==> src/rtl/router_pkg.sv <==
// Shared definitions for the packet router demux stage.
// Contents:
//   PKT_WIDTH          - packet width produced by the upstream merge
//   ROUTE_BIT_DEFAULT  - packet bit that selects the output channel
//   in_state_e         - input-side handshake FSM states
//   out_state_e        - output-side handshake FSM states
package router_pkg;

    localparam int unsigned PKT_WIDTH         = 33;
    localparam int unsigned ROUTE_BIT_DEFAULT = 29;

    typedef enum logic {
        InIdle,
        InAck
    } in_state_e;

    typedef enum logic [1:0] {
        OutIdle,
        OutReq,
        OutRel
    } out_state_e;

endpackage

==> src/rtl/packet_route_split_two_if.sv <==
// 4-phase bundled-data channel: one request, one acknowledge, one data bus.
// Ports (signals):
//   req  - request, driven by the producer
//   ack  - acknowledge, driven by the consumer
//   data - bundled data, stable while req is high
// Modports: master = producer side, slave = consumer side.
interface packet_route_split_two_if
    import router_pkg::*;
#(
    parameter int unsigned WIDTH = PKT_WIDTH
);

    logic             req;
    logic             ack;
    logic [WIDTH-1:0] data;

    modport master (output req, output data, input ack);
    modport slave  (input req, input data, output ack);

endinterface

==> src/rtl/sync_fifo.sv <==
// Small synchronous FIFO with occupancy count.
// Ports:
//   clk, rst - clock and synchronous active-high reset
//   push     - write din (ignored when full)
//   pop      - advance the read pointer (ignored when empty)
//   din      - write data
//   dout     - head entry (combinational read at the read pointer)
//   full     - count == DEPTH
//   empty    - count == 0
//   count    - current occupancy
module sync_fifo
    import router_pkg::*;
#(
    parameter int unsigned WIDTH = PKT_WIDTH,
    parameter int unsigned DEPTH = 4
) (
    input  logic                     clk,
    input  logic                     rst,
    input  logic                     push,
    input  logic                     pop,
    input  logic [WIDTH-1:0]         din,
    output logic [WIDTH-1:0]         dout,
    output logic                     full,
    output logic                     empty,
    output logic [$clog2(DEPTH):0]   count
);

    localparam int unsigned PtrW = $clog2(DEPTH);

    logic [WIDTH-1:0] mem [DEPTH];
    logic [PtrW-1:0]  wr_ptr;
    logic [PtrW-1:0]  rd_ptr;
    logic             do_push;
    logic             do_pop;

    assign full    = (count == (PtrW + 1)'(DEPTH));
    assign empty   = (count == '0);
    assign do_push = push && !full;
    assign do_pop  = pop && !empty;
    assign dout    = mem[rd_ptr];

    // Storage has no reset: stale entries are never visible because count gates reads.
    always_ff @(posedge clk) begin
        if (do_push) begin
            mem[wr_ptr] <= din;
        end
    end

    // Pointers wrap naturally because DEPTH is a power of two.
    always_ff @(posedge clk) begin
        if (rst) begin
            wr_ptr <= '0;
            rd_ptr <= '0;
            count  <= '0;
        end else begin
            if (do_push) begin
                wr_ptr <= wr_ptr + 1'b1;
            end
            if (do_pop) begin
                rd_ptr <= rd_ptr + 1'b1;
            end
            unique case ({do_push, do_pop})
                2'b10:   count <= count + 1'b1;
                2'b01:   count <= count - 1'b1;
                default: count <= count;
            endcase
        end
    end

endmodule

==> src/rtl/packet_route_split_two.sv <==
// Demux stage of the router: accepts packets on a 4-phase input channel,
// buffers them in a FIFO and forwards each, in order, to out0 or out1
// depending on packet bit ROUTE_BIT.
// Ports:
//   clk, rst   - clock and synchronous active-high reset
//   in_ch      - input channel (slave): req/data in, ack out
//   out0       - output channel 0 (master): req/data out, ack in
//   out1       - output channel 1 (master): req/data out, ack in
//   fifo_count - current FIFO occupancy
module packet_route_split_two
    import router_pkg::*;
#(
    parameter int unsigned WIDTH       = PKT_WIDTH,
    parameter int unsigned DEPTH       = 4,
    parameter int unsigned ROUTE_BIT   = ROUTE_BIT_DEFAULT,
    parameter int unsigned SYNC_STAGES = 2
) (
    input  logic                      clk,
    input  logic                      rst,
    packet_route_split_two_if.slave   in_ch,
    packet_route_split_two_if.master  out0,
    packet_route_split_two_if.master  out1,
    output logic [$clog2(DEPTH):0]    fifo_count
);

    // ---------------------------------------------------------------
    // Synchronizers: bit 0 = in req, bit 1 = out0 ack, bit 2 = out1 ack
    // ---------------------------------------------------------------
    logic [2:0] sync_raw;
    logic [2:0] sync_out;

    assign sync_raw = {out1.ack, out0.ack, in_ch.req};

    for (genvar g = 0; g < 3; g++) begin : g_sync
        logic [SYNC_STAGES-1:0] chain;

        always_ff @(posedge clk) begin
            if (rst) begin
                chain <= '0;
            end else begin
                chain <= {chain[SYNC_STAGES-2:0], sync_raw[g]};
            end
        end

        assign sync_out[g] = chain[SYNC_STAGES-1];
    end

    logic req_s;
    logic ack0_s;
    logic ack1_s;

    assign req_s  = sync_out[0];
    assign ack0_s = sync_out[1];
    assign ack1_s = sync_out[2];

    // ---------------------------------------------------------------
    // FIFO
    // ---------------------------------------------------------------
    logic             push;
    logic             pop;
    logic             fifo_full;
    logic             fifo_empty;
    logic [WIDTH-1:0] fifo_dout;

    sync_fifo #(
        .WIDTH (WIDTH),
        .DEPTH (DEPTH)
    ) u_fifo (
        .clk   (clk),
        .rst   (rst),
        .push  (push),
        .pop   (pop),
        .din   (in_ch.data),
        .dout  (fifo_dout),
        .full  (fifo_full),
        .empty (fifo_empty),
        .count (fifo_count)
    );

    // ---------------------------------------------------------------
    // State registers
    // ---------------------------------------------------------------
    in_state_e        in_state;
    in_state_e        in_state_next;
    out_state_e       out_state;
    out_state_e       out_state_next;
    logic             out_sel;
    logic [WIDTH-1:0] data_reg;
    logic             sel_ack;

    always_ff @(posedge clk) begin
        if (rst) begin
            in_state  <= InIdle;
            out_state <= OutIdle;
            out_sel   <= 1'b0;
            data_reg  <= '0;
        end else begin
            in_state  <= in_state_next;
            out_state <= out_state_next;
            // Data register only changes on a pop, so it stays stable for the
            // whole 4-phase cycle on the selected output.
            if (pop) begin
                data_reg <= fifo_dout;
                out_sel  <= fifo_dout[ROUTE_BIT];
            end
        end
    end

    // ---------------------------------------------------------------
    // Input FSM
    // ---------------------------------------------------------------
    always_comb begin
        in_state_next = in_state;
        push          = 1'b0;
        unique case (in_state)
            InIdle: begin
                // A full FIFO stalls here with ack low; upstream just waits.
                if (req_s && !fifo_full) begin
                    push          = 1'b1;
                    in_state_next = InAck;
                end
            end
            InAck: begin
                if (!req_s) begin
                    in_state_next = InIdle;
                end
            end
            default: in_state_next = InIdle;
        endcase
    end

    // ---------------------------------------------------------------
    // Output FSM
    // ---------------------------------------------------------------
    // Only the selected channel's ack matters; the other one is ignored.
    assign sel_ack = out_sel ? ack1_s : ack0_s;

    always_comb begin
        out_state_next = out_state;
        pop            = 1'b0;
        unique case (out_state)
            OutIdle: begin
                if (!fifo_empty) begin
                    pop            = 1'b1;
                    out_state_next = OutReq;
                end
            end
            OutReq: begin
                if (sel_ack) begin
                    out_state_next = OutRel;
                end
            end
            OutRel: begin
                if (!sel_ack) begin
                    out_state_next = OutIdle;
                end
            end
            default: out_state_next = OutIdle;
        endcase
    end

    // Outputs decode from registered state, so at most one req is ever high.
    assign in_ch.ack = (in_state == InAck);
    assign out0.req  = (out_state == OutReq) && !out_sel;
    assign out1.req  = (out_state == OutReq) && out_sel;
    assign out0.data = data_reg;
    assign out1.data = data_reg;

endmodule

==> src/flat_wrapper.sv <==
// flat-port wrapper written by rule: the top's interface ports become plain ports
module packet_route_split_two_flat import router_pkg::*;
#(
    parameter int unsigned WIDTH       = PKT_WIDTH,
    parameter int unsigned DEPTH       = 4,
    parameter int unsigned ROUTE_BIT   = ROUTE_BIT_DEFAULT,
    parameter int unsigned SYNC_STAGES = 2
)
  (clk, rst, fifo_count, in_ch_req, in_ch_data, in_ch_ack, out0_req, out0_data, out0_ack, out1_req, out1_data, out1_ack);
  packet_route_split_two_if #(.WIDTH(WIDTH)) in_ch_i ();
  packet_route_split_two_if #(.WIDTH(WIDTH)) out0_i ();
  packet_route_split_two_if #(.WIDTH(WIDTH)) out1_i ();
  input  logic clk;
  input  logic rst;
  output logic [$clog2(DEPTH):0] fifo_count;
  input wire logic [$bits(in_ch_i.req)-1:0] in_ch_req;
  input wire logic [$bits(in_ch_i.data)-1:0] in_ch_data;
  output wire logic [$bits(in_ch_i.ack)-1:0] in_ch_ack;
  output wire logic [$bits(out0_i.req)-1:0] out0_req;
  output wire logic [$bits(out0_i.data)-1:0] out0_data;
  input wire logic [$bits(out0_i.ack)-1:0] out0_ack;
  output wire logic [$bits(out1_i.req)-1:0] out1_req;
  output wire logic [$bits(out1_i.data)-1:0] out1_data;
  input wire logic [$bits(out1_i.ack)-1:0] out1_ack;
  assign in_ch_i.req = in_ch_req;
  assign in_ch_i.data = in_ch_data;
  assign in_ch_ack = in_ch_i.ack;
  assign out0_req = out0_i.req;
  assign out0_data = out0_i.data;
  assign out0_i.ack = out0_ack;
  assign out1_req = out1_i.req;
  assign out1_data = out1_i.data;
  assign out1_i.ack = out1_ack;
  packet_route_split_two #(.WIDTH(WIDTH), .DEPTH(DEPTH), .ROUTE_BIT(ROUTE_BIT), .SYNC_STAGES(SYNC_STAGES)) u_core (.clk(clk), .rst(rst), .in_ch(in_ch_i), .out0(out0_i), .out1(out1_i), .fifo_count(fifo_count));
endmodule
==> config.mk <==
export PLATFORM = sky130hd
export DESIGN_NAME = packet_route_split_two_flat
export DESIGN_NICKNAME = d
export VERILOG_FILES = /design/src/rtl/router_pkg.sv /design/src/rtl/packet_route_split_two_if.sv /design/src/rtl/sync_fifo.sv /design/src/rtl/packet_route_split_two.sv /design/src/flat_wrapper.sv
export SDC_FILE = /design/constraint.sdc
export NUM_CORES = 1
export LEC_CHECK = 0
export ABC_AREA = 1
export BUFFER_PORTS_ARGS = -buffer_cell sky130_fd_sc_hd__buf_4
export CAP_MARGIN = 25
export CORE_ASPECT_RATIO = 0.6
export CORE_MARGIN = 2
export CORE_UTILIZATION = 30
export CTS_CLUSTER_DIAMETER = 40
export DETAILED_ROUTE_END_ITERATION = 6
export PLACE_DENSITY = 0.48
export SETUP_SLACK_MARGIN = 0.2
export SYNTH_ARGS = -nofsm -noshare
export SYNTH_HDL_FRONTEND = slang
export SYNTH_SLANG_ARGS = --single-unit
==> constraint.sdc <==
create_clock -name clk -period 7.9 [get_ports clk]
set_clock_uncertainty 0.15 [all_clocks]
set_input_delay 0.79 -clock clk [delete_from_list [all_inputs] [get_ports clk]]
set_output_delay 0.79 -clock clk [all_outputs]
set_load 0.005 [all_outputs]
==> metrics <==
CP startpoint kind=flop; postcts setup bufs=0; # clock sinks=between 150 and 200; Syn Nets=a little over 900; Top Ports=110; Gate Count Post-Synth=867; critical path required time=between 8 and 9 ns; hold buffers post-CTS=0; # setup viols final=0; min cycle time layout=~2.5 ns; yosys warns=0; Final Slew Violations=0; DR vias/cell=a little under 4; P_int=roughly 1.9 mW; # H-tree levels=4; Largest register FFs=132; HP Start=u_core.g_sync[1].chain[0]$_SDFF_PP0_; class of the tightest hold or removal check=flop to flop; placed cells=1276; vias=roughly 5200; Seq cells post-synth=183; power density over the cells=308.1 nW/um2; Max clock buf depth=2; global-route wire length before repair=roughly 27000 um; share of cells above drive strength 1=0.1656; Switching Share=0.3392; worst-path maximum fanout=70; wirelength, routed=about 17000 um; I/O Buffers=109; GPL Wtd Cong=a little under 0.7; Die Y-Extent=roughly 130 um; routed length per instance=about 13 um; crit path kind=flop to flop; DP Wirelength=approximately 9900 um; clock root buffer=clkbuf_16; crit-path cells=nor2_1 -> nand2_1 -> nand2_2 -> buf_4 -> inv_2 -> ha_1 -> inv_1 -> fa_1 -> inv_1 -> nand2_1 -> nand3_1 -> nand2_1 -> nand2_1 -> nor2_1; crit path launch=u_core.u_fifo.count[0]$_SDFFE_PP0P_; reg2reg start=u_core.u_fifo.count[0]$_SDFFE_PP0P_; Fmax achieved=~400 MHz; nets@finish=between 900 and 1000; Layout Cells excl Fill=~1300; P_leak=around 4.4 nW; status=complete, no violations; fin crit share=0.3187; synth unique cells=19; maximum vdd drop=between 0.1 and 0.15 mV; total track usage=0.1297; Mapped Area=between 7000 and 8000 um2; die extent in x=roughly 210 um; Gate power share=0.295; post-synthesis sequential area ratio=0.6280; drt initial violations=between 200 and 300; Post-DRT Antenna Nets=0; Design Area, Final=between 9000 and 10000 um2; 1st-pass router iterations=5; ANT cells=0; Max-Cap Viols=0; Slowest-stage cell, CP=buf_4; critical path data arrival time=2.73 ns; CTS resizes=0; Initial Util=0.3031; DRC viols=0; vias in the first global route=4965; CP Capture Type=flop; Worst path most repeated cell=nand2_1; Seq pwr share=0.418; antenna violations before repair=0; largest net degree at the start of global routing=approximately 70; Core ar.=26190 um2; worst skew pair latency=roughly 0.42 ns; Die Area=between 20000 and 30000 um2; Syn Area/Cell=9.155 um2; CP peak stage delay=between 0.6 and 0.7 ns; Overflow after GRT=0; Reg clk slew, reported paths=about 0.070 ns; CTS Buf Count=17; NetSw=slightly below 1 mW; Rows=46; actual slew at the worst max-slew pin=0.8787 ns; RSZ-0062 raised after global routing=false; Post-DP Area=approximately 8800 um2; CTS tree=done; clock share of power=0.287; TNS Setup=0 ns; Rel. slew slack=0.4142; Fin. Hold Viols=0; Area Growth Syn to Fin=18.52%
final cells by class:
cell class | count | area [um2]
clock inverter | 14 | 140.1
timing repair buffer | 116 | 883.3
sequential | 183 | 4987
multi-input combinational | 423 | 1789
fill | 2664 | 16780
tap | 360 | 450.4
clock buffer | 18 | 429.2
inverter | 194 | 728.2
Yosys cell counts, drive strengths merged:
| master | number | area (um2) |
|---|---|---|
| a211oi | 1 | 7.510 |
| a21oi | 6 | 30.03 |
| buf | 62 | 446.7 |
| clkbuf | 5 | 18.77 |
| dfxtp | 51 | 1021 |
| edfxtp | 132 | 3964 |
| fa | 1 | 20.02 |
| ha | 5 | 62.56 |
| inv | 194 | 728.2 |
| nand2 | 247 | 929.7 |
| nand3 | 70 | 350.3 |
| nor2 | 87 | 326.6 |
| o211ai | 1 | 7.510 |
| o21ai | 5 | 25.02 |
per-layer routing:
layer  vias up  GRT usage  part of all wire
met1      2333     0.1719              0.51
met2        92     0.2097              0.44
met5         -          0                 0
li1       2718          -                 -
met4         0    0.04360             0.016
met3        18    0.03240             0.037
final timing paths:
| path | slack [ns] | endpoint | cells past startpoint |
|---|---|---|---|
| min | 0.25 | u_core.g_sync[1].chain[1]$_SDFF_PP0_ | 2 |
| max | 5.38 | u_core.u_fifo.count[2]$_SDFFE_PP0P_ | 14 |
| max reg2reg | 5.38 | u_core.u_fifo.count[2]$_SDFFE_PP0P_ | 14 |
| min reg2reg | 0.25 | u_core.g_sync[1].chain[1]$_SDFF_PP0_ | 2 |
stage by stage:
stage	total power, mW	hold WS (ns)	worst slack (ns)	utilization
detailed placement	2.108	0.2442	5.380	0.3375
CTS	2.947	0.2526	5.361	0.3592
global route	3.119	0.2770	5.117	0.3592
floorplan	1.846	0.2383	5.249	-
finish	2.899	0.2477	5.383	0.3592
global placement	2.097	0.2435	5.389	0.3367
critical path, delay by kind of cell (launching register included):
family	cells	cell delay, ns
flip-flops	1	0.33
buffers and inverters	4	0.86
adder cells (fa/ha/maj)	2	0.41
AND/OR/NAND/NOR	8	0.70
cells by family (layout without fill, tap and decap cells):
kind of cell	after synthesis	after routing	share of synthesized area
AO/OA/AOI/OAI	13	13	0.008828
adder cells (fa/ha/maj)	6	6	0.01040
buffers and inverters	261	342	0.1504
flip-flops	183	183	0.6280
AND/OR/NAND/NOR	404	404	0.2024
power groups by stage:
| stage | Clock (mW) | Combinational (mW) | Sequential [mW] |
|---|---|---|---|
| final | 0.831 | 0.856 | 1.21 |
| after global routing | 0.902 | 0.987 | 1.23 |
| after CTS | 0.856 | 0.874 | 1.22 |
| after detailed placement | 0 | 0.869 | 1.24 |
| after global placement | 0 | 0.861 | 1.24 |
| after floorplan | 0 | 0.648 | 1.20 |
cell usage in the layout, fill, tap and decap left out:
master / netlist / final
nand2_1: 246 / 246
inv_1: 190 / 190
edfxtp_1: 132 / 132
buf_4: 42 / 115
nor2_1: 87 / 83
nand3_1: 70 / 70
dfxtp_1: 51 / 49
clkbuf_16: 0 / 17
a21oi_1: 6 / 6
ha_1: 5 / 5
inv_2: 4 / 4
nor2_4: 0 / 4
clkinv_4: 0 / 4
o21ai_0: 3 / 3
clkinvlp_4: 0 / 3
inv_6: 0 / 3
o21ai_1: 2 / 2
dfxtp_2: 0 / 2
inv_8: 0 / 2
nand2_2: 1 / 1
a211oi_1: 1 / 1
o211ai_1: 1 / 1
fa_1: 1 / 1
clkinv_1: 0 / 1
clkbuf_1: 5 / 1
bufinv_16: 0 / 1
buf_12: 0 / 1
Note: power is estimated with default switching activity, not from simulation.
